<file path="config.mk">
export PLATFORM = sky130hd
export DESIGN_NAME = pc_sequencer
export DESIGN_NICKNAME = d
export VERILOG_FILES = /design/src/rtl/pc_seq_pkg.sv /design/src/rtl/pc_incrementer.sv /design/src/rtl/pc_sequencer.sv
export SDC_FILE = /design/constraint.sdc
export NUM_CORES = 1
export LEC_CHECK = 0
export ABC_AREA = 1
export CAP_MARGIN = 20
export CORE_MARGIN = 2
export CORE_UTILIZATION = 45
export CTS_CLUSTER_SIZE = 25
export DETAILED_ROUTE_END_ITERATION = 8
export PLACE_DENSITY = 0.76
export SLEW_MARGIN = 20
export SYNTH_ARGS = -nofsm -noshare
export SYNTH_HDL_FRONTEND = slang
export SYNTH_HIERARCHICAL = 1
export SYNTH_SLANG_ARGS = --single-unit
</file>
<file path="constraint.sdc">
create_clock -name clk -period 1.6 [get_ports clk]
set_input_delay 0.16 -clock clk [delete_from_list [all_inputs] [get_ports clk]]
set_output_delay 0.16 -clock clk [all_outputs]
set_load 0.005 [all_outputs]
</file>
<file path="src/rtl/pc_seq_pkg.sv">
// Shared definitions for the fetch PC sequencer.
//   state_e        : sequencer states (BOOT, RUN, REDIRECT, HALT)
//   INSTR_BYTES    : size of one instruction, i.e. the sequential PC step
//   FLUSH_CNT_W    : width of the redirect flush counter (holds 1..7)
package pc_seq_pkg;

    typedef enum logic [1:0] {
        BOOT     = 2'd0,
        RUN      = 2'd1,
        REDIRECT = 2'd2,
        HALT     = 2'd3
    } state_e;

    localparam int INSTR_BYTES = 4;
    localparam int FLUSH_CNT_W = 3;

endpackage

</file>
<file path="src/rtl/pc_incrementer.sv">
// Sequential next-fetch-address adder.
// Ports:
//   pc_i [63:0] : current fetch address
//   pc_o [63:0] : pc_i + INSTR_BYTES, wrapping modulo 2^64
module pc_incrementer
    import pc_seq_pkg::*;
(
    input  logic [63:0] pc_i,
    output logic [63:0] pc_o
);

    // The carry out of bit 63 is intentionally discarded: the address
    // space wraps silently and no flag is raised.
    assign pc_o = pc_i + 64'(INSTR_BYTES);

endmodule

</file>
<file path="src/rtl/pc_sequencer.sv">
// Fetch program-counter sequencer with branch redirect, IF/ID flush
// generation, stall hold and a sticky misaligned-target fault.
// Parameters:
//   RESET_PC     : fetch address loaded on reset
//   FLUSH_CYCLES : cycles if_flush stays high after a redirect (1..7)
// Ports:
//   clk          : clock, all state changes on the rising edge
//   reset        : synchronous, active-high
//   stall        : hazard request to hold the fetch address
//   br_taken     : resolved branch is taken this cycle
//   br_target    : final branch target, meaningful when br_taken=1
//   pc           : registered fetch address
//   fetch_valid  : registered, pc holds a fetch to issue this cycle
//   if_flush     : registered, squash the instruction(s) in IF/ID
//   misalign     : registered sticky fault, taken target not word aligned
module pc_sequencer
    import pc_seq_pkg::*;
#(
    parameter logic [63:0] RESET_PC     = 64'h0,
    parameter int          FLUSH_CYCLES = 1
) (
    input  logic        clk,
    input  logic        reset,
    input  logic        stall,
    input  logic        br_taken,
    input  logic [63:0] br_target,
    output logic [63:0] pc,
    output logic        fetch_valid,
    output logic        if_flush,
    output logic        misalign
);

    localparam logic [FLUSH_CNT_W-1:0] FLUSH_LOAD = FLUSH_CNT_W'(FLUSH_CYCLES);

    state_e                 state_q, state_d;
    logic [FLUSH_CNT_W-1:0] flush_cnt_q, flush_cnt_d;
    logic [63:0]            pc_q, pc_d;
    logic                   fetch_valid_q, fetch_valid_d;
    logic                   if_flush_q, if_flush_d;
    logic                   misalign_q, misalign_d;

    logic [63:0]            pc_inc;
    logic                   target_aligned;

    pc_incrementer u_pc_incrementer (
        .pc_i (pc_q),
        .pc_o (pc_inc)
    );

    assign target_aligned = (br_target[1:0] == 2'b00);

    // State register: reset overrides every concurrent input.
    always_ff @(posedge clk) begin
        if (reset) begin
            state_q       <= BOOT;
            flush_cnt_q   <= '0;
            pc_q          <= RESET_PC;
            fetch_valid_q <= 1'b0;
            if_flush_q    <= 1'b0;
            misalign_q    <= 1'b0;
        end else begin
            state_q       <= state_d;
            flush_cnt_q   <= flush_cnt_d;
            pc_q          <= pc_d;
            fetch_valid_q <= fetch_valid_d;
            if_flush_q    <= if_flush_d;
            misalign_q    <= misalign_d;
        end
    end

    // Next-state and flush counter.
    always_comb begin
        state_d     = state_q;
        flush_cnt_d = flush_cnt_q;
        case (state_q)
            BOOT: begin
                state_d = RUN;
            end
            RUN, REDIRECT: begin
                if (br_taken) begin
                    if (target_aligned) begin
                        // A redirect inside REDIRECT simply restarts the count.
                        state_d     = REDIRECT;
                        flush_cnt_d = FLUSH_LOAD;
                    end else begin
                        state_d     = HALT;
                        flush_cnt_d = '0;
                    end
                end else if (state_q == REDIRECT) begin
                    // Counts down on stalled cycles as well.
                    if (flush_cnt_q <= FLUSH_CNT_W'(1)) begin
                        state_d     = RUN;
                        flush_cnt_d = '0;
                    end else begin
                        flush_cnt_d = flush_cnt_q - FLUSH_CNT_W'(1);
                    end
                end
            end
            HALT: begin
                state_d = HALT;
            end
            default: begin
                state_d     = BOOT;
                flush_cnt_d = '0;
            end
        endcase
    end

    // Next values of the registered outputs.
    always_comb begin
        pc_d          = pc_q;
        fetch_valid_d = fetch_valid_q;
        if_flush_d    = 1'b0;
        misalign_d    = misalign_q;
        case (state_q)
            BOOT: begin
                fetch_valid_d = 1'b1;
            end
            RUN, REDIRECT: begin
                if (br_taken) begin
                    // Branch wins over stall; a bad target freezes pc at
                    // its pre-branch value and still squashes IF/ID once.
                    if_flush_d = 1'b1;
                    if (target_aligned) begin
                        pc_d          = br_target;
                        fetch_valid_d = 1'b1;
                    end else begin
                        fetch_valid_d = 1'b0;
                        misalign_d    = 1'b1;
                    end
                end else begin
                    pc_d          = stall ? pc_q : pc_inc;
                    fetch_valid_d = 1'b1;
                    // Flush persists while more REDIRECT cycles remain.
                    if_flush_d    = (state_q == REDIRECT) &&
                                    (flush_cnt_q > FLUSH_CNT_W'(1));
                end
            end
            HALT: begin
                fetch_valid_d = 1'b0;
                misalign_d    = 1'b1;
            end
            default: begin
                pc_d          = RESET_PC;
                fetch_valid_d = 1'b0;
                misalign_d    = 1'b0;
            end
        endcase
    end

    assign pc          = pc_q;
    assign fetch_valid = fetch_valid_q;
    assign if_flush    = if_flush_q;
    assign misalign    = misalign_q;

endmodule

</file>
==> After elaboration in Yosys (flattened, before gate mapping) <==
Cells that the tools add are included.
{ "op_classes": {"addsub": 2, "magnitude_cmp": 2, "n_eq_ne": 9, "n_mux": 19, "n_bitwise": 1, "n_reduce_logical": 11} }
{ "op_table": {"columns": ["cell", "count"], "rows": [
  ["64-bit two-way mux", 3],
  ["64-bit by 3-bit adder with 64-bit output, second input constant", 1],
  ["3-bit two-way mux", 3],
  ["1-bit two-way mux", 7],
  ["2-bit two-way mux", 3],
  ["3-bit != test, second input constant", 2],
  ["2-bit case mux with 3 select lines", 1],
  ["3-bit AND reduction", 2],
  ["2-bit == test, second input constant", 2],
  ["2-bit logical NOT", 2],
  ["2-bit by 1-bit != test with 1-bit output, second input constant", 2],
  ["2-bit != test, second input constant", 2],
  ["2-bit AND reduction", 2],
  ["2-bit nonzero test", 2],
  ["2-bit OR reduction", 2],
  ["3-bit by 1-bit > comparator with 1-bit output, second input constant", 1],
  ["3-bit by 1-bit <= comparator with 1-bit output, second input constant", 1],
  ["1-bit case mux with 3 select lines", 1],
  ["3-bit by 1-bit subtractor with 3-bit output, second input constant", 1],
  ["2-bit by 1-bit == test with 1-bit output, second input constant", 1],
  ["1-bit case mux with 2 select lines", 1],
  ["1-bit logical AND", 1],
  ["1-bit NOT", 1]
]} }
{ "word_totals": {"reg_bits": 72, "input_bits": 68, "out_inout_bits": 67, "word_cells": 50} }

==> Logic depth before layout (Yosys ltp) <==
Gate-level depths: netlist (run 1).
{ "logic_depth": {"word_depth": 5, "ltp_mapped": 14, "depth_no_buf": 14} }

==> Hierarchy <==
Netlist (run 1), hierarchy kept.
{ "modules_own_cells": {"columns": ["mod", "n_inst", "cells_per_inst", "area_per_inst_um2", "seq_area_each_um2"], "rows": [
  ["pc_sequencer", 1, 559, 3593.4, 1441.4],
  ["pc_incrementer", 1, 438, 2038.2, 0.0]
]} }

==> Worst setup path after synthesis (run 1) <==
No wires, ideal clock.
{ "synth_timing": {"kind": "flip-flop to flip-flop", "start": "register pc_q[3] (netlist: pc[3])", "end": "register pc_q[44] (netlist: pc[44])", "setup_ns": 0.113, "t_arrival_ns": 1.590, "required_ns": 1.487, "path_slack_ns": -0.102, "stages_incl_launch_ff": 15, "n_path_buf": 0, "synth_period_minus_slack_ns": 1.702, "path_cell_list": "dfxtp_1 ha_1 nand2_2 nor2_4 nand2_4 nor2_1 nand2_1 inv_1 nand2_1 nand2_1 nand2_1 nand2_1 nand4_1 nand2_1 nor2_1"} }
{ "synth_between": {"elab_chain_len": 3} }
{ "synth_rtl": {"columns": ["item", "line", "text"], "rows": [
  ["from (decl)", "pc_sequencer.sv:37", "logic [63:0] pc_q, pc_d;"],
  ["from (signal assigned)", "pc_sequencer.sv:64", "pc_q <= pc_d;"],
  ["64-bit by 3-bit adder with 64-bit output", "pc_incrementer.sv:14", "assign pc_o = pc_i + 64'(INSTR_BYTES);"],
  ["net pc_inc[44]", "pc_sequencer.sv:42", "logic [63:0] pc_inc;"],
  ["64-bit two-way mux", "pc_sequencer.sv:132", "pc_d = stall ? pc_q : pc_inc;"],
  ["64-bit two-way mux", "pc_sequencer.sv:120", "if (br_taken) begin"]
]} }
The timed path passes the listed nets, and every way through them passes these cells. The select of a mux whose other input is x is not followed.
A chain may end at the register's enable or synchronous reset.

==> Final worst setup path (run 1) <==
{ "layout_timing": {"start": "register pc_q[17] (netlist: pc[17])", "end": "register pc_q[56] (netlist: pc[56])"} }
The elaborated chain is that of the path after synthesis.

==> results of run 1 <==
## cell type report
| cell class | count | area [µm²] | share of cell area, % |
|---|---|---|---|
| Multi-Input combinational cell | 827 | 4360 | 46.4 |
| Inverter | 56 | 210 | 2.24 |
| Clock inverter | 3 | 65.1 | 0.694 |
| Timing Repair Buffer | 301 | 2790 | 29.7 |
| Tap cell | 168 | 210 | 2.24 |
| Clock buffer | 13 | 250 | 2.67 |
| Sequential cell | 72 | 1500 | 16.0 |
## worst max-delay path, stage by stage (launching register included)
cell	delay (ps)
dfxtp_1	370
buf_4	140
nand2_1	90
nor2_1	220
nand2_1	170
buf_4	170
inv_1	70
nand2_2	120
nor2_1	130
nand2_1	50
nand2_1	60
nand2_1	60
nand4_1	110
nand2_1	50
nor2_1	80
## worst max path at each step
stage,startpoint,cells past startpoint,to,slack [ps]
3_5_place_dp,pc[18],11,pc[61],-250
3_3_place_gp,pc[10],11,pc[53],-270
2_1_floorplan,pc[2],12,pc[58],0.0009
4_1_cts,pc[3],13,pc[54],-150
6_report,pc[17],14,pc[56],-330
5_1_grt,pc[3],11,pc[22],-390
## cell families after synthesis
logic type	count (synthesis)	share of synthesized area [%]
adder cells (fa/ha/maj)	6	1.33
AND/OR/NAND/NOR	759	57.3
AO/OA/AOI/OAI	30	2.87
buffers and inverters	98	7.89
flip-flops	72	25.6
XOR/XNOR	32	4.98
## power by group through the flow
stage / Sequential [mW] / Combinational [mW] / Clock [mW]
6_report: 3.14 / 6.42 / 2.23
5_1_grt: 3.20 / 7.01 / 2.31
4_1_cts: 3.01 / 5.83 / 2.23
3_5_place_dp: 2.99 / 5.71 / 0
3_3_place_gp: 2.98 / 5.65 / 0
2_1_floorplan: 3.17 / 2.57 / 0
## per-stage QoR
stage / TNS, ps / power [mW] / worst slack, ps
final: -7960 / 11.8 / -330
after global routing: -12380 / 12.5 / -393
after CTS: -3110 / 11.1 / -150
after detailed placement: -6910 / 8.71 / -251
after global placement: -6790 / 8.62 / -268
after floorplan: 0 / 5.74 / 0.000888
## cell usage in the layout (no fill, tap or decap), drive strengths merged
cell type	instances
nand3	20
clkbuf	15
dlymetal6s2s	1
xor2	12
xnor2	20
ha	6
nor3	1
inv	56
a21oi	10
clkdlybuf4s50	132
bufinv	2
nand2	402
clkinv	1
nand4	74
nand3b	3
o21ai	20
nor2	259
buf	166
dfxtp	72
## state kept, by name, indices dropped and copies added (netlist names)
signal / count
state_q: 2
flush_cnt_q: 3
misalign: 1
fetch_valid: 1
if_flush: 1
pc: 64
## metal layers
| layer | share of wire, % | routed length [µm] | global-route usage (%) | up-vias |
|---|---|---|---|---|
| li1 | - | - | - | 3687 |
| met1 | 41 | 9740 | 43.9 | 3539 |
| met2 | 46 | 10800 | 52.4 | 445 |
| met3 | 9.7 | 2310 | 4.81 | 82 |
| met4 | 3.9 | 916 | 12.8 | 0 |
| met5 | 0 | 0 | 0 | - |
## what timing repair did
action | 4_1_cts | 5_1_grt
hold buffers | 0 | 0
gates resized for setup | 98 | 114
cloned | 0 | 3
setup buffers | 10 | 14
hold endpoints to repair | 0 | 0
endpoints found under the setup margin | 50 | 67
pin swaps | 52 | 54
==> flow_summary.ini, run 1 <==
[worst_setup_path]
worstReg2RegStart = pc[17]
critPathLaunchType = register
ff2ff_setup_slack_ps = -330
crit_type = register to register
regToRegEndpoint = pc[56]
end_kind = register
cp.required_ps = 1890
reg2reg_depth = 14
worst-path-max-fanout = 3
arrival_ps = 2220

[synthesis]
synth-async-reset-ratio_pct = 0
synth_most_common_cell = nand2_1
yosysSeqAreaShare_pct = 25.6
synthCells = 997
yosysTopAreaCellShare_pct = 25.9
synth_area_um2 = 5630
synth_area_leaders = nand2_1, dfxtp_1, nor2_1
ys_types = 27
synth_edf_count = 0
yosysWarnings = 6
ys_ff_latch = 72
syn-num-nets = 1071
synthTopCellsByCount = nand2_1, nor2_1, nand4_1
yosysTopAreaCell = nand2_1
synth.avg_cell_area_um2 = 5.65
synth_ff_type = dfxtp_1

[clocking]
clk_latency_ps = 350
worst_setup_hold_path_clk_slew_ps = 60
tritoncts = done
clock-sinks = 72
cts-htree-levels = 3
cts_root_buf = clkbuf_16
clock_path_buffers = 2
cts_buffers = 9

[hold_path]
hp-class = input port to register
hold_end = pc[2]
worstHoldStart = br_taken
hold_depth = 5

[detailed_routing]
dr.pass1.iters = 5
first_iter_violations = 768
routed_wl_um = 23800
viasPerCell = 5.38
drc = 0
route.detailed.wl_per_inst_um = 16.5
vias = 7753
ant_nets = 0

[sta]
final_max_slew_viol_count = 0
hold_slack_ps = 282
fin_worst_skew_ps = 11.6
worst_slew_pin_slew_ps = 346
setup_slack_ps = -330
rsz0062_at_grt = yes
finalHoldViolations = 0
finalSetupViolations = 49
slew-limit-headroom_pct = 76.9
fin_crit_ps = 1930
clock.fmax_mhz = 518
fin_crit_sh_pct = 121

[cells_and_area]
diodes = 0
nets = 1341
final_core_utilization_pct = 77.4
fillerInstances = 945
final_cell_area_um2 = 9380
synthToLayoutAreaGrowth_pct = 66.5
fin_cells = 1440
drive_gt1_share_pct = 29.7

[run]
max_cap_viol_count = 0

[power_and_ir_drop]
leakagePower_nw = 3.99
p_int_mw = 7.28
vdd_drop_max_mv = 0.998
p_sw_share_pct = 38.3
power.share.clock_pct = 18.9
comb_power_share_pct = 54.5
netSwitchingPower_mw = 4.51
seqPwrFrac_pct = 26.6
p_per_area_nw_per_um2 = 1260

[placed_design]
dp_hpwl_um = 16200
dpl_cell_area_um2 = 8130
gp_congestion = 1.01
dp.cells = 1398
portBuffers = 134

[global_routing]
grt_usage_pct = 32.5
antenna_found_initial = 0
grt_pass1_vias = 6852
grt_pass1_wl_um = 34000
grt-ovfl-total = 0
grt_max_degree = 54

[outcome]
violations = negative setup slack
status = finished, violations left

[die]
io_pins = 135
die_y_um = 116
core_area_um2 = 12100
start_util_pct = 46.5
placementRows = 40
die_w_um = 116
die_area_um2 = 13400
Note: power is estimated with default switching activity, not from simulation.
==> inputs of run 2 (changes only) <==
--- a/config.mk
+++ b/config.mk
@@ -9,6 +9,7 @@
 export CAP_MARGIN = 20
 export CORE_MARGIN = 2
 export CORE_UTILIZATION = 45
+export CTS_BUF_LIST = sky130_fd_sc_hd__clkbuf_2 sky130_fd_sc_hd__clkbuf_4 sky130_fd_sc_hd__clkbuf_8
 export CTS_CLUSTER_SIZE = 25
 export DETAILED_ROUTE_END_ITERATION = 8
 export PLACE_DENSITY = 0.76
==> run 2 against run 1 <==
- the flow still finishes with violations (negative setup slack)
- clock skew up 9.4 ps
- core utilization decreased by 0.10 points
- die area stayed put
- maximum frequency increased by 3.5%
- final area down 0.13%
- hold slack worse by 22 ps
- clock-buffer cell count stayed put
- largest cell class unchanged
- sequential share of layout area is essentially flat
- combinational power is essentially flat
==> flow_summary.ini, run 2 (synthesis results as in run 1) <==
[worst_setup_path]
cp.required_ps = 1870
critPathLaunchType = register
crit_top_cell = nand2_1
cp_slowest_cell = dfxtp_2
slowest_delay_ps = 380
worst-path-max-fanout = 4
ff2ff_setup_slack_ps = -260
end_kind = register
crit_chain = nand2_1 -> nor2_2 -> nand2_1 -> nor2_4 -> buf_4 -> nand3_1 -> nand2_1 -> nand2_2 -> nand2_1 -> nand4_1 -> nand2_1 -> nor2_1
crit_type = register to register
arrival_ps = 2140

[power_and_ir_drop]
leakagePower_nw = 3.98
power_mw = 11.2
p_per_area_nw_per_um2 = 1200
vdd_drop_max_mv = 1.14

[die]
placementRows = 40
core_area_um2 = 12100
die_w_um = 116
die_y_um = 116
start_util_pct = 46.5
die_area_um2 = 13400
io_pins = 135

[sta]
worst_slew_pin_slew_ps = 350
rsz0062_at_grt = yes
hold_slack_ps = 261
clock.fmax_mhz = 536
finalSetupViolations = 53
fin_tns_setup_ps = -7360
fin_crit_ps = 1860
final_max_slew_viol_count = 0
fin_worst_skew_ps = 21.0
slew-limit-headroom_pct = 76.7
setup_slack_ps = -264
finalHoldViolations = 0
fin_crit_sh_pct = 117

[placed_design]
portBuffers = 134
dp_hpwl_um = 16200
gp_congestion = 1.01
pre_cts_ws_ps = -251

[global_routing]
grt-ovfl-total = 0
antenna_found_initial = 0
grt_max_degree = 54
grt_pass1_wl_um = 33500
grt_usage_pct = 32.0
grt_pass1_vias = 6750

[detailed_routing]
vias = 7698
drc = 0
first_iter_violations = 727
routed_wl_um = 23400
dr.pass1.iters = 6
viasPerCell = 5.33
route.detailed.wl_per_inst_um = 16.2
ant_nets = 0

[clocking]
cts-htree-levels = 3
cts_buffers = 9
holdBufCountCts = 0
clock-sinks = 72
clk_latency_ps = 380
cts_root_buf = clkbuf_8
clock_path_buffers = 2
tritoncts = done
worst_setup_hold_path_clk_slew_ps = 90

[cells_and_area]
diodes = 0
final_common_cell = nand2_1
largest_register_ffs = 64
mostFrequentLayoutCells = nand2_1, nor2_1, buf_4
drive_gt1_share_pct = 30.1
nets = 1344
synthToLayoutAreaGrowth_pct = 66.3

[hold_path]
hp-class = input port to register

[outcome]
violations = negative setup slack
status = finished, violations left

[run]
max_cap_viol_count = 0
[run 2: cell types whose count changed in the layout (fill, tap and decap cells not counted), moves of 7 or more]
cell,delta
buf_6,+7
clkbuf_8,+9
clkbuf_16,-9
nand2_1,+7
nand2_2,-7
[run 2: worst paths after layout]
check             cells past startpoint     start       end
hold reg to reg                       2  misalign  misalign
hold / removal                        5  br_taken     pc[2]
setup reg to reg                     12    pc[10]    pc[48]
setup / recovery                     12    pc[10]    pc[48]
[run 2: cell type report]
cell class | count | area (µm²)
clock buffers | 13 | 160
flip-flops and latches | 72 | 1500
fillers | 965 | 2750
repair buffers | 304 | 2830
well taps | 168 | 210
inverters | 56 | 210
multi-input cells | 827 | 4390
clock inverters | 3 | 65.1
[run 2: power by group]
group / internal, mW / leakage [nW] / switching (mW) / total (mW)
Clock: 0.973 / 0.118 / 0.751 / 1.72
Sequential: 2.50 / 0.607 / 0.617 / 3.11
Combinational: 3.37 / 3.26 / 3.04 / 6.41
Total: 6.84 / 3.98 / 4.41 / 11.2
[run 2: metrics by stage]
step / instances / cell area [µm²] / utilization (%)
after global routing: 1443 / 9370 / 77.3
after CTS: 1425 / 8760 / 72.3
after detailed placement: 1398 / 8130 / 67.1
after global placement: 1398 / 8130 / 67.1
final: 1443 / 9370 / 77.3
after floorplan: 997 / 5670 / -
[run 2: critical path, delay by kind of cell, from the launching register on]
family                 cells  cell delay [ps]
buffers and inverters      1              160
flip-flops                 1              380
AND/OR/NAND/NOR           11             1220
[run 2: per-layer routing]
| layer | global-route usage, % | part of all wire (%) | routed length [µm] |
|---|---|---|---|
| met4 | 10.6 | 3.1 | 729 |
| met2 | 52.2 | 46 | 10900 |
| met5 | 0 | 0 | 0 |
| met1 | 44.1 | 42 | 9760 |
| met3 | 3.97 | 8.8 | 2070 |
[run 2: what timing repair did]
item,CTS,global route
cloned,0,3
gates resized for setup,109,113
pin swaps,55,89
setup endpoints to repair,52,70
buffers inserted,11,16
==> variant 1, RTL diff (flow settings as in run 2) <==
Re-encode `state_e` (4 states) as one-hot, 4 bits wide.
--- a/src/rtl/pc_seq_pkg.sv
+++ b/src/rtl/pc_seq_pkg.sv
@@ -4,11 +4,11 @@
 //   FLUSH_CNT_W    : width of the redirect flush counter (holds 1..7)
 package pc_seq_pkg;
 
-    typedef enum logic [1:0] {
-        BOOT     = 2'd0,
-        RUN      = 2'd1,
-        REDIRECT = 2'd2,
-        HALT     = 2'd3
+    typedef enum logic [3:0] {
+        BOOT     = 4'b0001,
+        RUN      = 4'b0010,
+        REDIRECT = 4'b0100,
+        HALT     = 4'b1000
     } state_e;
 
     localparam int INSTR_BYTES = 4;
Behaviour: same outputs for any inputs over 10 cycles, from zero or initial values and one cycle with reset high; not proved beyond that.
==> variant 1 against run 2 <==
- the flow still finishes with violations (negative setup slack)
- synthesized area increased by 11%
- sequential cell count up 2
- cell area is 10% higher
- setup slack got worse by 0.088 ns
- via count is 11% higher
- routed wire length increased by 8.4%
- power shrank 15%
- synthesized cell count increased by 16%
- clock power decreased by 7%
- final cell count is 13% higher
==> variant 1: results <==
INSERT INTO impl_metrics (metric_group, metric, value, unit) VALUES
('finish', 'num-fill-cells', '1074', ''),
('route', 'vias', '8534', ''),
('setup_path', 'critical_path.startpoint', 'pc[3]', ''),
('grt', 'grt_usage', '0.327', ''),
('yosys', 'synthesis.area_per_instance', '5.40', 'um^2'),
('placed_design', 'place_congestion', '0.989', ''),
('finish', 'layout.nets', '1524', ''),
('setup_path', 'cp.arrival', '2.27', 'ns'),
('route', 'postRouteWirelength', '25.4', 'mm'),
('placed_design', 'detailed_place.area', '9040', 'um^2'),
('yosys', 'synthesis.nets', '1232', ''),
('placed_design', 'place_inst', '1592', ''),
('timing', 'final-setup-viol-count', '56', ''),
('grt', 'vias_in_the_first_global_route', '7761', ''),
('yosys', 'seq_area_frac_synth', '0.236', ''),
('finish', 'drive_above_1_share', '0.312', ''),
('run_status', 'outcome', 'finished with violations', ''),
('run_status', 'violations', 'negative setup slack', ''),
('placed_design', 'place.detailed.hpwl', '17.7', 'mm'),
('timing', 'final.setup.worst_slack', '-0.353', 'ns');
-- variant 1: changes by cell type after synthesis, moves of 10 or more --
cell                      before  now
sky130_fd_sc_hd__a21oi_1       9   64
sky130_fd_sc_hd__buf_2        16   26
sky130_fd_sc_hd__nand2_1     389  530
sky130_fd_sc_hd__nand3_1      19   81
sky130_fd_sc_hd__nand4_1      74   13
sky130_fd_sc_hd__nor2_1      244  186
-- variant 1: per-layer routing --
layer,share of wire,wire length (um),track usage,vias up
met2,0.47,11900,0.549,407
met4,0.044,1110,0.119,0
met5,0,0,0,-
met3,0.082,2070,0.0782,84
met1,0.41,10300,0.408,3851
li1,-,-,-,4192
-- variant 1: path summary, 6_finish.rpt --
kind	slack [ns]	to
max reg2reg	-0.35	pc[18]
min	0.25	pc[1]
min reg2reg	0.53	flush_cnt_q[0]
max	-0.35	pc[18]
-- variant 1: timing repair --
| item | in CTS | in global routing |
|---|---|---|
| pin swaps | 81 | 60 |
| resized for setup | 169 | 85 |
| hold endpoints to repair | 0 | 0 |
| setup endpoints to repair | 67 | 86 |
| setup buffers | 18 | 14 |
-- variant 1: logic make-up after synthesis --
logic type	Yosys count	synth area share
compound gates	89	0.0720
xor+xnor	32	0.0447
flops	74	0.236
fa+ha+maj	3	0.00599
simple gates	844	0.553
buf+inv	119	0.0884
-- variant 1: power breakdown --
part / internal, mW / switching (mW) / total [mW]
Clock: 0.809 / 0.789 / 1.60
Sequential: 2.36 / 0.447 / 2.80
Combinational: 2.68 / 2.45 / 5.13
Total: 5.85 / 3.69 / 9.54
-- variant 1: layout make-up --
type / count / area share
multi-input combinational: 968 / 0.478
tap: 180 / 0.0219
sequential: 74 / 0.153
inverter: 63 / 0.0230
timing repair buffer: 337 / 0.306
clock inverter: 2 / 0.00364
clock buffer: 13 / 0.0155
-- variant 1: critical path, cell delays in order (launching register included) --
cell and delay [ns]:
sky130_fd_sc_hd__dfxtp_4 0.37, sky130_fd_sc_hd__ha_4 0.15, sky130_fd_sc_hd__nand2_4 0.05, sky130_fd_sc_hd__nor2_4 0.17
sky130_fd_sc_hd__nand2_4 0.13, sky130_fd_sc_hd__nor2_8 0.23, sky130_fd_sc_hd__buf_12 0.13, sky130_fd_sc_hd__buf_6 0.08
sky130_fd_sc_hd__xor2_1 0.13, sky130_fd_sc_hd__nand2_1 0.08, sky130_fd_sc_hd__nand2_1 0.08, sky130_fd_sc_hd__nand2_1 0.06
sky130_fd_sc_hd__nand3_1 0.08, sky130_fd_sc_hd__nand2_1 0.05, sky130_fd_sc_hd__nor2_1 0.10
==> variant 2, RTL diff (flow settings as in run 2) <==
Without the edit above. The package constant `FLUSH_CNT_W` goes from 3 to 6.
--- a/src/rtl/pc_seq_pkg.sv
+++ b/src/rtl/pc_seq_pkg.sv
@@ -12,7 +12,7 @@
     } state_e;
 
     localparam int INSTR_BYTES = 4;
-    localparam int FLUSH_CNT_W = 3;
+    localparam int FLUSH_CNT_W = 6;
 
 endpackage
 
Behaviour: same outputs for any inputs over 10 cycles, from zero or initial values and one cycle with reset high; that may be too few to reach the edited logic, so the function may still have changed.
==> variant 2 against run 2 <==
- the flow still finishes with violations (negative setup slack)
- largest cell class unchanged
- power down 29%
- setup slack worse by 0.11 ns
- maximum frequency down 5.3%
- worst hold slack worse by 0.090 ns
- sequential cell count up 3
- critical endpoint is now pc[20]
- synthesized area up 2.9%
- final cell count up 2.2%
- routed wire length up 7.2%
- cell area up 2.8%
- critical path depth down 1
==> variant 2: results <==
INSERT INTO impl_metrics (metric_group, metric, value, unit) VALUES
('finish', 'signal_buffer_area_fraction', '0.298', ''),
('yosys', 'post_synth_inst_count', '1025', ''),
('finish', 'multi_input_logic_portion_of_the_cell_area', '0.472', ''),
('setup_path', 'cp.arrival', '2.29', 'ns'),
('route', 'dr.first_iter.drc_count', '976', ''),
('finish', 'num-multi-input-gates', '843', ''),
('finish', 'count_of_flip_flops_and_latches', '75', ''),
('power', 'worst_supply_voltage_drop_on_vdd', '0.956', 'mV'),
('timing', 'final-setup-viol-count', '55', ''),
('route', 'dr.pass1.iters', '7', ''),
('finish', 'ff_latch_area', '1570', 'um^2'),
('finish', 'final-instance-count-excl-fill', '1475', ''),
('timing', 'final.setup.worst_slack', '-0.370', 'ns'),
('run_status', 'outcome', 'finished with violations', ''),
('yosys', 'synthesis.area_per_instance', '5.65', 'um^2'),
('grt', 'grt_max_degree', '65', ''),
('yosys', 'synth.area.top_cells', 'sky130_fd_sc_hd__nand2_1, sky130_fd_sc_hd__dfxtp_1, sky130_fd_sc_hd__nor2_1', ''),
('yosys', 'post_synth_num_cell_types', '26', ''),
('grt', 'grt_pass1_wl', '37.1', 'mm'),
('run_status', 'violations', 'negative setup slack', '');
## variant 2: cell types whose count changed in the layout (fill, tap and decap cells not counted), sizes merged, moves of 3 or more
cell / run 2 / this run
buf: 169 / 172
a21oi: 10 / 69
nand2: 402 / 472
clkdlybuf4s50: 132 / 129
nand4: 74 / 14
inv: 56 / 62
nor2: 259 / 137
nand3: 20 / 85
dfxtp: 72 / 75
## variant 2: worst paths after layout
check | to | start | cells after the start | slack (ns)
worst min register to register | flush_cnt_q[1] | flush_cnt_q[1] | 2 | 0.48
worst max-delay path | pc[20] | pc[3] | 11 | -0.37
worst max register to register | pc[20] | pc[3] | 11 | -0.37
worst min-delay path | flush_cnt_q[4] | reset | 2 | 0.17
## variant 2: where the power goes
group / internal [mW] / total (mW) / switching, mW / leakage, nW
registers: 2.21 / 2.47 / 0.267 / 0.634
logic: 1.92 / 4.04 / 2.12 / 3.42
clock network: 0.661 / 1.49 / 0.825 / 0.0918
total: 4.79 / 8.00 / 3.21 / 4.15
